### config.mk
export PLATFORM = sky130hd
export DESIGN_NAME = dac_spi_multi
export DESIGN_NICKNAME = d
export VERILOG_FILES = /design/src/rtl/dac_spi_multi.sv
export SDC_FILE = /design/constraint.sdc
export NUM_CORES = 1
export LEC_CHECK = 0
export ABC_CLOCK_PERIOD_IN_PS = 3400
export CORE_ASPECT_RATIO = 0.6
export CORE_MARGIN = 1.5
export CORE_UTILIZATION = 54
export CTS_BUF_LIST = sky130_fd_sc_hd__clkbuf_16
export CTS_CLUSTER_SIZE = 28
export DETAILED_ROUTE_END_ITERATION = 10
export GPL_TIMING_DRIVEN = 1
export HOLD_SLACK_MARGIN = 0.06
export PLACE_DENSITY_LB_ADDON = 0.2
export SYNTH_ARGS = -nofsm -noshare
export SYNTH_HDL_FRONTEND = slang
export SYNTH_SLANG_ARGS = --single-unit
### constraint.sdc
create_clock -name clk -period 3.4 [get_ports clk]
set_input_delay 0.68 -clock clk [delete_from_list [all_inputs] [get_ports clk]]
set_output_delay 0.68 -clock clk [all_outputs]
set_load 0.05 [all_outputs]
### src/rtl/dac_spi_multi.sv
// dac_spi_multi
//   Serial front end for a 1- or 2-channel SPI DAC (MCP48x2-style 16-bit
//   frames). One accepted request shifts a frame for each enabled channel,
//   lowest channel first, and then pulses LDAC once so that every channel
//   updates at the same instant.
//
// Parameters
//   DATA_W  : DAC code width (8, 10 or 12)
//   NUM_CH  : number of channels (1 or 2)
//   CLK_DIV : clk cycles per SCLK half-period (>= 1)
//   BUF     : frame bit 14, Vref buffer select
//   GAIN    : frame bit 13, 1 = x1, 0 = x2
//
// Ports
//   clk, rst    : system clock, synchronous active-high reset
//   wr_data     : channel codes, channel k at [k*DATA_W +: DATA_W]
//   ch_enable   : per-channel update enable, captured at accept
//   wr_valid    : update request; accepted when wr_ready is high
//   wr_ready    : high while idle and out of reset
//   busy        : high whenever a request is being serviced
//   done        : one-cycle completion pulse
//   dac_sclk    : SPI clock, mode 0
//   dac_cs_n    : chip select, active low
//   dac_mosi    : serial data, MSB first
//   dac_ldac_n  : latch strobe, active low
module dac_spi_multi #(
  parameter int   DATA_W  = 10,
  parameter int   NUM_CH  = 2,
  parameter int   CLK_DIV = 2,
  parameter logic BUF     = 1'b1,
  parameter logic GAIN    = 1'b1
) (
  input  logic                     clk,
  input  logic                     rst,
  input  logic [NUM_CH*DATA_W-1:0] wr_data,
  input  logic [NUM_CH-1:0]        ch_enable,
  input  logic                     wr_valid,
  output logic                     wr_ready,
  output logic                     busy,
  output logic                     done,
  output logic                     dac_sclk,
  output logic                     dac_cs_n,
  output logic                     dac_mosi,
  output logic                     dac_ldac_n
);

  localparam int DIV_W  = (CLK_DIV > 1) ? $clog2(CLK_DIV) : 1;
  localparam int WAIT_W = $clog2(2 * CLK_DIV + 1);

  localparam logic [DIV_W-1:0]  DIV_LAST  = DIV_W'(CLK_DIV - 1);
  localparam logic [WAIT_W-1:0] HOLD_LAST = WAIT_W'(CLK_DIV - 1);
  // The LOAD cycle that follows the gap also keeps chip select high, so the
  // gap state itself stops one cycle short of the full inter-frame gap.
  localparam logic [WAIT_W-1:0] GAP_LAST  = WAIT_W'(2 * CLK_DIV - 2);
  localparam logic [WAIT_W-1:0] LDAC_LAST = WAIT_W'(2 * CLK_DIV - 1);

  typedef enum logic [2:0] {
    IDLE, LOAD, SHIFT, CS_HOLD, CS_GAP, LDAC, DONE
  } state_t;

  state_t                    state;
  logic [NUM_CH*DATA_W-1:0]  data_q;
  logic [NUM_CH-1:0]         pend;
  logic                      sent_any;
  logic [15:0]               frame_q;
  logic [3:0]                bit_cnt;
  logic [DIV_W-1:0]          div_cnt;
  logic [WAIT_W-1:0]         wait_cnt;

  function automatic logic [15:0] build_frame(input logic ch,
                                              input logic [DATA_W-1:0] code);
    logic [11:0] low;
    low = '0;
    low[11 -: DATA_W] = code;
    return {ch, BUF, GAIN, 1'b1, low};
  endfunction

  // Lowest-numbered channel still pending
  logic              sel_ok;
  logic              sel_ch;
  logic [NUM_CH-1:0] sel_mask;
  logic [DATA_W-1:0] sel_code;
  logic [15:0]       next_frame;

  always_comb begin
    sel_ok   = 1'b0;
    sel_ch   = 1'b0;
    sel_mask = '0;
    for (int k = NUM_CH - 1; k >= 0; k--) begin
      if (pend[k]) begin
        sel_ok      = 1'b1;
        sel_ch      = 1'(k);
        sel_mask    = '0;
        sel_mask[k] = 1'b1;
      end
    end
    sel_code   = data_q[int'(sel_ch) * DATA_W +: DATA_W];
    next_frame = build_frame(sel_ch, sel_code);
  end

  always_ff @(posedge clk) begin
    if (rst) begin
      state      <= IDLE;
      wr_ready   <= 1'b0;
      busy       <= 1'b0;
      done       <= 1'b0;
      dac_sclk   <= 1'b0;
      dac_cs_n   <= 1'b1;
      dac_mosi   <= 1'b0;
      dac_ldac_n <= 1'b1;
      bit_cnt    <= '0;
      div_cnt    <= '0;
      wait_cnt   <= '0;
      pend       <= '0;
      sent_any   <= 1'b0;
    end else begin
      done <= 1'b0;
      case (state)
        IDLE: begin
          wr_ready <= 1'b1;
          if (wr_valid && wr_ready) begin
            data_q   <= wr_data;
            pend     <= ch_enable;
            sent_any <= 1'b0;
            wr_ready <= 1'b0;
            busy     <= 1'b1;
            state    <= LOAD;
          end
        end
        LOAD: begin
          if (sel_ok) begin
            // Chip select falls together with the first data bit
            frame_q  <= next_frame;
            dac_mosi <= next_frame[15];
            dac_cs_n <= 1'b0;
            dac_sclk <= 1'b0;
            bit_cnt  <= 4'd15;
            div_cnt  <= '0;
            pend     <= pend & ~sel_mask;
            sent_any <= 1'b1;
            state    <= SHIFT;
          end else if (sent_any) begin
            dac_ldac_n <= 1'b0;
            wait_cnt   <= '0;
            state      <= LDAC;
          end else begin
            done  <= 1'b1;
            state <= DONE;
          end
        end
        SHIFT: begin
          if (div_cnt == DIV_LAST) begin
            div_cnt <= '0;
            if (!dac_sclk) begin
              dac_sclk <= 1'b1;
            end else begin
              // End of a bit: SCLK falls and the next bit is presented
              dac_sclk <= 1'b0;
              if (bit_cnt == 4'd0) begin
                wait_cnt <= '0;
                state    <= CS_HOLD;
              end else begin
                bit_cnt  <= bit_cnt - 4'd1;
                dac_mosi <= frame_q[bit_cnt - 4'd1];
              end
            end
          end else begin
            div_cnt <= div_cnt + DIV_W'(1);
          end
        end
        CS_HOLD: begin
          if (wait_cnt == HOLD_LAST) begin
            dac_cs_n <= 1'b1;
            dac_mosi <= 1'b0;
            wait_cnt <= '0;
            state    <= CS_GAP;
          end else begin
            wait_cnt <= wait_cnt + WAIT_W'(1);
          end
        end
        CS_GAP: begin
          if (wait_cnt == GAP_LAST) begin
            wait_cnt <= '0;
            state    <= LOAD;
          end else begin
            wait_cnt <= wait_cnt + WAIT_W'(1);
          end
        end
        LDAC: begin
          if (wait_cnt == LDAC_LAST) begin
            dac_ldac_n <= 1'b1;
            wait_cnt   <= '0;
            done       <= 1'b1;
            state      <= DONE;
          end else begin
            wait_cnt <= wait_cnt + WAIT_W'(1);
          end
        end
        DONE: begin
          busy     <= 1'b0;
          wr_ready <= 1'b1;
          state    <= IDLE;
        end
        default: state <= IDLE;
      endcase
    end
  end

endmodule

[Yosys cells after proc, flatten, opt, wreduce, memory -nomap -nowiden]
Index checks and enable logic that the tools add are counted.
Word-level totals
  bits in registers: 52
  output and inout port bits: 7
Operators by class
  add/sub/neg operators: 3
  $mul: 1
  order comparisons: 1
  equality and inequality tests: 20
  shift operators: 1
  muxes and demuxes: 63
  bitwise logic cells: 3
  reduce and logical (&&, ||, !) cells: 22
Operators by type and width (number)
  $mux W3: 16
  $mux W1: 24
  $ne A2 B2 Y1 const B: 11
  $shiftx A20 B6 Y10: 1
  $pmux W3 S6: 1
  $mux W4: 4
  $pmux W1 S2: 8
  $pmux W3 S5: 1
  $reduce_and A3 Y1: 5
  $eq A3 B2 Y1 const B: 4
  $reduce_and A6 Y1: 2
  $mux W2: 5
  $reduce_bool A2 Y1: 5
  $eq A3 B3 Y1 const B: 3
  $pmux W4 S2: 1
  $reduce_and A7 Y1: 1
  $eq A3 B1 Y1 const B: 2
  $lt A4 B5 Y1 const B: 1
  $reduce_and A5 Y1: 1
  $reduce_bool A5 Y1: 1
  $bmux W1 S4: 1
  $logic_not A4 Y1: 1
  $mul A1 B3 Y4 const B: 1
  $pmux W2 S2: 1
  12 further kinds: 13

[Depth between registers and ports, before layout]
  word-level depth: 7
  mapped depth: 8

[Worst setup path after synthesis]
No wires, ideal clock.
  path kind: register -> register
  start point: register wr_ready
  end point: register data_q[0] (enable)
  library setup time: 0.427 ns
  arrival: 2.407 ns
  required time: 2.973 ns
  slack: 0.566 ns
  stages on the path, launching flop included: 3
  path buffers: 0
  period minus slack after synthesis: 2.834 ns
  path through: dfxtp_1 -> nand3_1 -> nor3_1
On the way
  longest elaborated chain between the ends: 2
RTL lines
  from (decl): RTL line 38  | output logic wr_ready,
  from (signal assigned): RTL line 104  | wr_ready <= 1'b0;
  from (signal assigned): RTL line 120  | wr_ready <= 1'b1;
  from (signal assigned): RTL line 125  | wr_ready <= 1'b0;
  $logic_and A1 B1 Y1: RTL line 121  | if (wr_valid && wr_ready) begin
  $reduce_and A3 Y1 (no source line)
  to (signal assigned): RTL line 122  | data_q <= wr_data;
  to (decl): RTL line 62  | logic [NUM_CH*DATA_W-1:0] data_q;
No other way between the ends.
A chain may end at the register's enable or synchronous reset.

[Worst setup path after layout]
  start point: register state[0]
  end point: register bit_cnt[2]
On the way
  longest elaborated chain between the ends: 3
  elaborated cells on any way between the ends: 9
  classes of those cells: 6 x eq/ne; 1 x mux; 2 x reduce/logical
RTL lines
  from (decl): RTL line 61  | state_t state;
  from (signal assigned): RTL line 103  | state <= IDLE;
  from (signal assigned): RTL line 127  | state <= LOAD;
  from (signal assigned): RTL line 141  | state <= SHIFT;
  $eq A3 B2 Y1 or $eq A3 B1 Y1 (tied branches): RTL line 118  | case (state)
  $ne A2 B2 Y1 (no source line) or $reduce_bool A2 Y1 (tied branches)
  $reduce_and A5 Y1 (no source line)
  to (signal assigned): RTL line 163  | bit_cnt <= bit_cnt - 4'd1;
  to (decl): RTL line 66  | logic [3:0] bit_cnt;
Several ways; a longest one is shown, not always the timed one.

==> run_results.csv <==
group,metric,value,unit
timing,post-route-min-period,2.26,ns
placed_design,dp_slack,0.957,ns
run_status,outcome,"finished clean",
layout,fillerInstances,298,
yosys,yosysTopAreaCellShare,39.9,%
detailed_routing,drcViolationCount,0,
timing,skew,0.00617,ns
yosys,post-synth-top-count-cell,"edfxtp_1",
detailed_routing,drt_iter0_drc,156,
detailed_routing,dr.pass1.iters,6,
yosys,ys_seq_area_share,57.9,%
power,p_seq_share,46.1,%
yosys,yosys_warnings,0,
placed_design,portBuffers,31,
die,core-area,0.00412,mm²
cts,post_cts_buffers,0,
worst_setup_path,required,3.58,ns
timing,setup-violations-final,0,
yosys,ys_top_cells_by_count,"edfxtp_1 (31), dfxtp_1 (21), a21oi_1 (19)",
cts,postCtsResizedCells,0,
layout,post-route-util,69.0,%
detailed_routing,via_count,1707,
detailed_routing,vias_per_cell,5.77,
global_routing,grt_pass1_vias,1583,
worst_setup_path,end_kind,"flip-flop",
die,die-area,0.00474,mm²
yosys,synth-main-ff-cell,"edfxtp_1",
worst_setup_path,crit_type,"reg -> reg",
power,p_leak,0.959,nW
cts,clkSlewWorstSetupHoldPaths,0.06,ns
yosys,syn_area,0.00233,mm²
cts,cts_tree,"built",
global_routing,antenna_found_initial,0,
worst_setup_path,reg2reg_from,"state[0]$_SDFFE_PP0P_",
layout,final_nets,266,
timing,slew_headroom,47.4,%
layout,stdcell_area,0.00284,mm²
timing,hold_ws,0.507,ns
worst_setup_path,slowest_stage,"dfxtp_1",
worst_setup_path,crit_fanout,19,
layout,syn_to_final_growth,21.8,%
power,p_sw,0.614,mW
timing,fin_setup_tns,0,ns
detailed_routing,wl_per_cell,15.9,µm
power,intPower,1.24,mW
die,row_count,18,
power,comb_power_share,28.7,%
worst_setup_path,worstPathCellList,"nand2b_1 > nor3_1 > o22a_1 > nor2_1 > a311oi_1",
timing,final.period_utilization,66.4,%
worst_setup_path,critical_path_arrival,2.43,ns
power,switching_share,33.2,%
cts,h-tree-depth,2,
timing,rsz0062_at_grt,"no",
yosys,synth_nets,234,
die,initial_core_util,56.6,%
timing,max_freq,443,MHz
detailed_routing,routed_wl,4.72,mm
worst_setup_path,reg2reg_slack,1.14,ns
cts,numCtsBuffers,5,
yosys,synth.area.top_cells,"edfxtp_1 (40%), dfxtp_1 (18%), mux2_2 (5.3%)",
yosys,synth_edf_count,31,
power,power,1.85,mW
layout,instances_no_fill,296,
run,maxCapViolCount,0,
timing,tightest_slew,0.787,ns
die,pin_count,32,
global_routing,grt_max_degree,23,
cts,cts_root_buffer,"clkbuf_16",
power,ir_worst_vdd,0.322,mV
placed_design,gp_congestion,0.770,
die,dieHeight,53.9,µm
yosys,syn_inst,203,
yosys,syn_area_per_cell,11.5,µm²
power,power.density,651,mW/mm²
timing,finalMaxSlewViolations,0,
global_routing,grt_pass1_wl,7.69,mm
yosys,synth_cell_types,40,
yosys,ys_ff_latch,52,
timing,setup_slack,1.14,ns
yosys,synth_area_leader_cell,"edfxtp_1",
cts,clockBufferDepth,2,
placed_design,hpwl,3.36,mm
layout,diodes,0,
cts,postCtsHoldBufs,0,
placed_design,dpl_cell_area,0.00271,mm²
layout,drive_gt1_share,11.0,%
cts,clock-sinks,52,
min_path,hold_class,"reg -> reg",
global_routing,grt_usage,22.4,%
min_path,min_from,"wait_cnt[2]$_SDFFE_PP0P_",
die,dieWidth,87.9,µm
cts,clk_latency,0.28,ns
worst_setup_path,worstSetupStartpoint,"state[0]$_SDFFE_PP0P_",
worst_setup_path,worstSetupStartpointType,"flip-flop",
worst_setup_path,max_stage_delay,0.72,ns
placed_design,place_inst,288,
power,pwr-share-clk,25.1,%
yosys,synth_async_sr_flop_share,0,%
global_routing,overflow,0,
timing,finalHoldViolCount,0,
detailed_routing,drtAntennaViolNets,0,
-- registers in the layout, summed over array words and instances, names as in the netlist --
signal	flops
bit_cnt	4
busy	1
dac_cs_n	1
dac_ldac_n	1
dac_mosi	1
dac_sclk	1
data_q	20
div_cnt	1
done	1
frame_q	11
pend	2
sent_any	1
state	3
wait_cnt	3
wr_ready	1
-- worst paths after layout --
path	endpoint	depth (start not counted)
worst max register to register	bit_cnt[2]$_SDFFE_PP0P_	5
worst max-delay path	bit_cnt[2]$_SDFFE_PP0P_	5
worst min register to register	wait_cnt[2]$_SDFFE_PP0P_	2
worst min-delay path	wait_cnt[2]$_SDFFE_PP0P_	2
-- layout make-up --
cell class	instances	area (µm²)	share of cell area (%)
clock buffer	5	125	4.40
clock inverter	3	12.5	0.440
inverter	9	33.8	1.19
multi-input combinational	133	912	32.1
sequential	52	1350	47.5
tap	60	75.1	2.64
timing repair buffer	34	333	11.7
-- power by group through the flow --
stage | logic (mW) | clock network (mW) | registers (mW)
3_3_place_gp | 0.506 | 0 | 0.857
6_report | 0.531 | 0.465 | 0.853
5_1_grt | 0.578 | 0.506 | 0.869
3_5_place_dp | 0.523 | 0 | 0.864
4_1_cts | 0.527 | 0.475 | 0.850
2_1_floorplan | 0.360 | 0 | 0.872
-- worst max-delay path: cells and delay by family (launching register included) --
| family | cells | cell delay (ns) |
|---|---|---|
| AND/OR/NAND/NOR | 3 | 0.96 |
| AO/OA/AOI/OAI | 2 | 0.47 |
| flip-flops | 1 | 0.72 |
-- placed cells by master, fill, tap and decap left out, types with 2 or more instances in the layout --
cell	n
inv_1	11
a21oi_1	19
clkdlybuf4s50_1	31
nor2_1	15
o22a_1	2
dfxtp_1	21
clkbuf_16	5
nand2b_1	6
a311oi_1	4
nor2b_1	3
nand2_1	14
mux4_2	2
o21ai_0	5
edfxtp_1	31
buf_4	3
a211oi_1	6
ha_1	6
o21a_1	2
mux2_2	11
a31oi_1	5
nand3_1	5
nand3b_1	2
nor3_1	9
-- per-layer routing --
metal	wire [µm]	vias to the layer above	global-route usage, %
met5	0	-	0
met4	34	0	5.29
met3	398	4	5.67
met2	2110	96	34.5
met1	2170	781	32.1
li1	-	826	-
-- cells by family (layout without fill, tap and decap cells) --
group | count (synthesis) | count (layout) | synth area share (%)
buf+inv | 18 | 51 | 3.27
compound gates | 49 | 49 | 13.6
fa+ha+maj | 6 | 6 | 3.22
simple gates | 63 | 63 | 14.1
xor+xnor | 2 | 2 | 0.750
mux | 13 | 13 | 7.23
flops | 52 | 52 | 57.9
Power figures use the tool's default switching activity.
